### src/rtl/orbit_pkg.sv
`default_nettype none
// ============================================================================
// Module  : orbit_pkg
// Purpose : Shared widths, background colour and scheduler state encoding.
// Revision: 1.0
// ============================================================================
package orbit_pkg;

  localparam int X_W_DEF     = 10;
  localparam int Y_W_DEF     = 9;
  localparam int COLOR_W_DEF = 8;

  localparam logic [7:0] BG_COLOR = 8'h00;

  typedef enum logic [2:0] {
    IDLE  = 3'd0,
    PICK  = 3'd1,
    ERASE = 3'd2,
    DRAW  = 3'd3,
    DONE  = 3'd4
  } state_e;

endpackage
`default_nettype wire

### src/rtl/orbit_frame_scheduler_rr_arbiter.sv
`default_nettype none
// ============================================================================
// Module  : rr_arbiter
// Purpose : Combinational round-robin pick: lowest requester at or above the
//           pointer, wrapping to the lowest requester overall.
// Revision: 1.0
// ============================================================================
module rr_arbiter #(
  parameter int N     = 4,
  parameter int PTR_W = 2
) (
  input  logic [N-1:0]     req,
  input  logic [PTR_W-1:0] pointer,
  output logic [N-1:0]     grant_idx,
  output logic             valid
);

  logic [N-1:0] masked;

  always_comb begin
    masked = '0;
    for (int i = 0; i < N; i++) begin
      masked[i] = req[i] && (i >= int'(pointer));
    end
  end

  // x & -x isolates the lowest set bit
  always_comb begin
    valid = |req;
    if (|masked) begin
      grant_idx = masked & (~masked + N'(1));
    end else begin
      grant_idx = req & (~req + N'(1));
    end
  end

endmodule
`default_nettype wire

### src/rtl/orbit_frame_scheduler.sv
`default_nettype none
// ============================================================================
// Module  : orbit_frame_scheduler
// Purpose : Shares one framebuffer write port between N object generators;
//           per object erases the old pixel then draws the new one in vblank.
//           Optional OVERRUN_CNT_EN adds a saturating overrun_cnt output.
// Revision: 1.0
// ============================================================================
module orbit_frame_scheduler
  import orbit_pkg::*;
#(
  parameter int N_OBJ   = 4,
  parameter int X_W     = X_W_DEF,
  parameter int Y_W     = Y_W_DEF,
  parameter int COLOR_W = COLOR_W_DEF
) (
  input  logic                       clock,
  input  logic                       reset,
  input  logic                       vblank,
  output logic                       step_en,
  input  logic [N_OBJ-1:0]           req,
  input  logic [N_OBJ*X_W-1:0]       req_x,
  input  logic [N_OBJ*Y_W-1:0]       req_y,
  input  logic [N_OBJ*COLOR_W-1:0]   req_color,
  output logic [N_OBJ-1:0]           grant,
  output logic                       wr_en,
  input  logic                       wr_ready,
  output logic [X_W-1:0]             wr_x,
  output logic [Y_W-1:0]             wr_y,
  output logic [COLOR_W-1:0]         wr_color,
  output logic                       busy
`ifdef OVERRUN_CNT_EN
  ,
  output logic [7:0]                 overrun_cnt
`endif
);

  localparam int PTR_W = (N_OBJ > 1) ? $clog2(N_OBJ) : 1;

  state_e               state_q, state_d;
  logic [PTR_W-1:0]     ptr_q, ptr_d;
  logic [PTR_W-1:0]     idx_q, idx_d;
  logic [X_W-1:0]       cur_x_q, cur_x_d;
  logic [Y_W-1:0]       cur_y_q, cur_y_d;
  logic [COLOR_W-1:0]   cur_c_q, cur_c_d;
  logic [X_W-1:0]       last_x_q [N_OBJ];
  logic [X_W-1:0]       last_x_d [N_OBJ];
  logic [Y_W-1:0]       last_y_q [N_OBJ];
  logic [Y_W-1:0]       last_y_d [N_OBJ];
  logic [N_OBJ-1:0]     last_valid_q, last_valid_d;
  logic                 vblank_q, vblank_d;
  logic                 step_en_q, step_en_d;

  logic [N_OBJ-1:0]     arb_grant;
  logic                 arb_valid;
  logic [PTR_W-1:0]     sel_idx;
  logic [X_W-1:0]       sel_x;
  logic [Y_W-1:0]       sel_y;
  logic [COLOR_W-1:0]   sel_c;
  logic                 sel_erase;
  logic [N_OBJ-1:0]     done_onehot;

  rr_arbiter #(
    .N     (N_OBJ),
    .PTR_W (PTR_W)
  ) u_rr_arbiter (
    .req       (req),
    .pointer   (ptr_q),
    .grant_idx (arb_grant),
    .valid     (arb_valid)
  );

  always_comb begin
    sel_idx   = '0;
    sel_x     = '0;
    sel_y     = '0;
    sel_c     = '0;
    sel_erase = 1'b0;
    for (int i = 0; i < N_OBJ; i++) begin
      if (arb_grant[i]) begin
        sel_idx   = PTR_W'(i);
        sel_x     = req_x[i*X_W +: X_W];
        sel_y     = req_y[i*Y_W +: Y_W];
        sel_c     = req_color[i*COLOR_W +: COLOR_W];
        sel_erase = last_valid_q[i] &&
                    ((last_x_q[i] != req_x[i*X_W +: X_W]) ||
                     (last_y_q[i] != req_y[i*Y_W +: Y_W]));
      end
    end
  end

  always_comb begin
    state_d      = state_q;
    ptr_d        = ptr_q;
    idx_d        = idx_q;
    cur_x_d      = cur_x_q;
    cur_y_d      = cur_y_q;
    cur_c_d      = cur_c_q;
    last_x_d     = last_x_q;
    last_y_d     = last_y_q;
    last_valid_d = last_valid_q;
    vblank_d     = vblank;
    step_en_d    = vblank && !vblank_q;
    grant        = '0;
    wr_en        = 1'b0;
    wr_x         = '0;
    wr_y         = '0;
    wr_color     = '0;
    done_onehot  = N_OBJ'(1) << idx_q;

    case (state_q)
      IDLE: begin
        if (vblank && (|req)) state_d = PICK;
      end
      PICK: begin
        if (arb_valid) begin
          idx_d   = sel_idx;
          cur_x_d = sel_x;
          cur_y_d = sel_y;
          cur_c_d = sel_c;
          state_d = sel_erase ? ERASE : DRAW;
        end else begin
          state_d = IDLE;
        end
      end
      ERASE: begin
        wr_en    = 1'b1;
        wr_x     = last_x_q[idx_q];
        wr_y     = last_y_q[idx_q];
        wr_color = COLOR_W'(BG_COLOR);
        if (wr_ready) state_d = DRAW;
      end
      DRAW: begin
        wr_en    = 1'b1;
        wr_x     = cur_x_q;
        wr_y     = cur_y_q;
        wr_color = cur_c_q;
        if (wr_ready) begin
          last_x_d[idx_q]     = cur_x_q;
          last_y_d[idx_q]     = cur_y_q;
          last_valid_d[idx_q] = 1'b1;
          state_d             = DONE;
        end
      end
      DONE: begin
        grant = done_onehot;
        ptr_d = (idx_q == PTR_W'(N_OBJ - 1)) ? '0 : idx_q + PTR_W'(1);
        // The granted object still holds req this cycle, so exclude it
        state_d = (vblank && (|(req & ~done_onehot))) ? PICK : IDLE;
      end
      default: state_d = IDLE;
    endcase
  end

  always_ff @(posedge clock) begin
    if (!reset) begin
      state_q      <= IDLE;
      ptr_q        <= '0;
      idx_q        <= '0;
      cur_x_q      <= '0;
      cur_y_q      <= '0;
      cur_c_q      <= '0;
      last_valid_q <= '0;
      vblank_q     <= 1'b0;
      step_en_q    <= 1'b0;
      for (int i = 0; i < N_OBJ; i++) begin
        last_x_q[i] <= '0;
        last_y_q[i] <= '0;
      end
    end else begin
      state_q      <= state_d;
      ptr_q        <= ptr_d;
      idx_q        <= idx_d;
      cur_x_q      <= cur_x_d;
      cur_y_q      <= cur_y_d;
      cur_c_q      <= cur_c_d;
      last_x_q     <= last_x_d;
      last_y_q     <= last_y_d;
      last_valid_q <= last_valid_d;
      vblank_q     <= vblank_d;
      step_en_q    <= step_en_d;
    end
  end

  assign step_en = step_en_q;
  assign busy    = (state_q != IDLE);

`ifdef OVERRUN_CNT_EN
  logic [7:0] overrun_q, overrun_d;

  always_comb begin
    overrun_d = overrun_q;
    if (!vblank && vblank_q && (|req) && (overrun_q != 8'hFF)) begin
      overrun_d = overrun_q + 8'd1;
    end
  end

  always_ff @(posedge clock) begin
    if (!reset) begin
      overrun_q <= '0;
    end else begin
      overrun_q <= overrun_d;
    end
  end

  assign overrun_cnt = overrun_q;
`endif

endmodule
`default_nettype wire

### config.mk
export PLATFORM = sky130hd
export DESIGN_NAME = orbit_frame_scheduler
export DESIGN_NICKNAME = d
export VERILOG_FILES = /design/src/rtl/orbit_pkg.sv /design/src/rtl/orbit_frame_scheduler_rr_arbiter.sv /design/src/rtl/orbit_frame_scheduler.sv
export SDC_FILE = /design/constraint.sdc
export NUM_CORES = 1
export LEC_CHECK = 0
export ABC_AREA = 0
export BUFFER_PORTS_ARGS = -buffer_cell sky130_fd_sc_hd__clkbuf_2
export CORE_MARGIN = 5
export CORE_UTILIZATION = 59
export CTS_CLUSTER_DIAMETER = 50
export DETAILED_ROUTE_END_ITERATION = 7
export HOLD_SLACK_MARGIN = 0.05
export PLACE_DENSITY = 0.86
export SYNTH_ARGS = -nofsm -noshare
export SYNTH_HDL_FRONTEND = slang
export SYNTH_SLANG_ARGS = --single-unit
### constraint.sdc
create_clock -name clock -period 5.22 [get_ports clock]
set_clock_uncertainty 0.05 [all_clocks]
set_input_delay 0.522 -clock clock [delete_from_list [all_inputs] [get_ports clock]]
set_output_delay 0.522 -clock clock [all_outputs]
set_load 0.01 [all_outputs]
==> reports/metrics.cfg <==
[worst_hold_path]
whs_path_depth = 2
min_path_type = in -> reg
min-delay-start = vblank
min_to = vblank_q$_SDFF_PN0_

[route]
wl_per_cell_um = 21.6
drt_pass1_iterations = 5
via_per_inst = 6.34
first_iter_violations = 674
detail-route-antenna-nets = 0
drt-total-wl_mm = 22.3
drc_errors = 0
via_count = 6546

[worst_setup_path]
crit_buf_inv = 2
crit_path_max_fanout = 14
critPathArrivalTime_ns = 2.66
crit_required_ns = 4.65
r2r-end = last_x_q[17]$_SDFFE_PN0P_
ff2ff_path_depth = 6
critPathCaptureType = output port
reg2reg_from = state_q[2]$_SDFFE_PN0P_
crit_family = multiplexers
rrSetupSlack_ns = 2.13
cpMaxStageDelayCell = dfxtp_1
slowest_delay_ns = 0.71
crit_type = reg -> out
path_cells = buf_4 > mux4_2 > mux2i_1 > nor2_1 > clkbuf_2
startpoint_type = flop
worstSetupStartpoint = idx_q[0]$_SDFFE_PN0P_

[power]
power_density_mw_per_mm2 = 332
peakVddDrop_mv = 0.237
leakage_nw = 2.99
p_total_mw = 2.62

[synth]
synth_edf_count = 0
synthTopCellsByArea = dfxtp_1, nand2_1, a21boi_0, xnor2_1, mux4_2
ys.flop_type = dfxtp_1
ys_types = 46
ys_ff_latch = 116
synth_area_mm2 = 0.00661
synth_nets = 881
avgSynthCellArea_um2 = 8.69
seq_area_frac_synth_pct = 35.1
async_flop_share_pct = 0
synth.top_cell.area_share_pct = 35.1
synthCells = 761
yosysWarnings = 0
synth_top_cell_by_area = dfxtp_1

[floorplanning]
rows = 38
core-area_mm2 = 0.0109
die_h_um = 116
die_w_um = 116
start_util_pct = 60.7
io_pins = 150
die-area_mm2 = 0.0134

[grt]
grtUsageTotal_pct = 33.2
grt_max_degree = 116
grt-ovfl-total = 0
antenna_found_initial = 0
grt_pass1_wl_mm = 33.7
grt_pass1_vias = 6495

[timing]
timing.fmax_mhz = 309
drv_slew = 0
fin_crit_sh_pct = 61.9
maxSlewHeadroom_pct = 18.9
finalHoldViolCount = 0
grt_setup_unrepaired = false
setup_violations = 0
tightestPinTransition_ns = 1.22
finalCriticalPeriod_ns = 3.23
setup-tns-final_ns = 0

[clock_network]
numCtsBuffers = 17
cts.sinks = 116
clk_pin_slew_worst_paths_ns = 0.05
hold_buffers = 0
clk_latency_ns = 0.53
cts-resized-gates = 0
cts_tree = built
ctsLongestPathBuffers = 2
root_buffer = clkbuf_8
cts_setup_buffers = 0
htree_num_levels = 4

[cells_and_area]
syn_to_final_growth_pct = 19.1
final_cells = 1032
seq_area_mm2 = 0.00232
layout_common_cells = nand2_1, clkbuf_2, dfxtp_1, a21boi_0, xnor2_1
num_antenna_cells = 0
layout_commonest_cell = nand2_1
layout.nets = 1001
multiInputGateArea_mm2 = 0.00399
drive_above_1_share_pct = 25.2
fillers = 839

[place]
place.gp.congestion = 1.01
io_buffers = 149
placed_cells = 1002
dp_hpwl_mm = 14.9

[outcome]
outcome = complete, no violations

[flow_run]
drv_cap = 0

## worst register-to-register path, cell delays in order (launching register included)
cell	delay [ns]
dfxtp_1	0.43
nand2b_2	0.55
inv_2	0.31
and3_1	0.38
and2_1	0.91
nand2_1	0.14
a21boi_0	0.24
## power breakdown
group | internal [mW] | leakage [nW] | switching [mW] | total [mW]
Clock | 0.694 | 0.272 | 0.400 | 1.09
Combinational | 0.198 | 1.78 | 0.268 | 0.467
Sequential | 0.943 | 0.940 | 0.114 | 1.06
## logic make-up (layout without fill, tap and decap cells)
logic type	after synthesis	count (layout)	share of synthesized area, %
AND/OR/NAND/NOR	249	249	16.6
XOR/XNOR	76	76	10.1
adder cells (fa/ha/maj)	4	4	0.757
AO/OA/AOI/OAI	215	215	23.5
multiplexers	38	38	9.35
buffers and inverters	63	194	4.58
flip-flops	116	116	35.1
## worst max-delay path by stage
stage	end	cells after the start	slack, ns
2_1_floorplan	state_q[0]$_SDFFE_PN0P_	10	2.97
3_3_place_gp	state_q[0]$_SDFFE_PN0P_	8	2.48
3_5_place_dp	last_x_q[37]$_SDFFE_PN0P_	6	2.38
4_1_cts	wr_y[1]	5	1.99
5_1_grt	wr_y[1]	5	1.89
6_report	wr_y[1]	5	1.99
## synth_stat cells (3+ instances only)
| library cell | instances |
|---|---|
| nand2_1 | 158 |
| dfxtp_1 | 116 |
| a21boi_0 | 75 |
| xnor2_1 | 57 |
| a21oi_1 | 37 |
| o21ai_0 | 30 |
| a22oi_1 | 27 |
| clkbuf_1 | 26 |
| nor2_1 | 26 |
| buf_2 | 23 |
| mux2i_1 | 19 |
| mux4_2 | 19 |
| xor2_1 | 19 |
| a221oi_1 | 17 |
| nand4_1 | 14 |
| and3_1 | 13 |
| a221oi_2 | 10 |
| and2_1 | 7 |
| nor4_1 | 7 |
| inv_1 | 6 |
| nor2b_1 | 5 |
| nor3_1 | 5 |
| buf_4 | 4 |
| ha_1 | 4 |
| o21a_1 | 4 |
| a21boi_1 | 3 |
| buf_6 | 3 |
| nand2_2 | 3 |
| nand3_1 | 3 |
## final cells by class
class                           count  share of cell area [%]
Tap cell                          140                    2.22
Multi-Input combinational cell    582                    50.7
Timing Repair Buffer              157                    10.2
Clock inverter                     10                    1.38
Inverter                            7                   0.334
Clock buffer                       20                    5.66
Sequential cell                   116                    29.5
## registers in the layout, summed over array words and instances, names as in the netlist
name          flops
last_x_q         40
vblank_q          1
last_y_q         36
cur_c_q           8
last_valid_q      4
cur_x_q          10
idx_q             2
ptr_q             2
cur_y_q           9
step_en           1
state_q           3
## per-stage QoR
stage | utilization, % | hold WS [ns] | cell area [um^2] | setup slack (ns)
after detailed placement | 67.2 | 0.325 | 7320 | 2.38
final | 72.3 | 0.210 | 7880 | 1.99
after CTS | 72.3 | 0.204 | 7880 | 1.99
after global routing | 72.3 | 0.235 | 7880 | 1.89
after global placement | 67.2 | 0.321 | 7320 | 2.48
after floorplan | - | 0.317 | 6610 | 2.97
## routing by layer
metal	wire, um	up-vias	GRT usage (%)
li1	-	2948	-
met1	8260	3053	39.4
met2	10400	460	55.2
met3	2720	85	9.45
met4	952	0	16.3
met5	0	-	0
(Power assumes the default switching activity.)
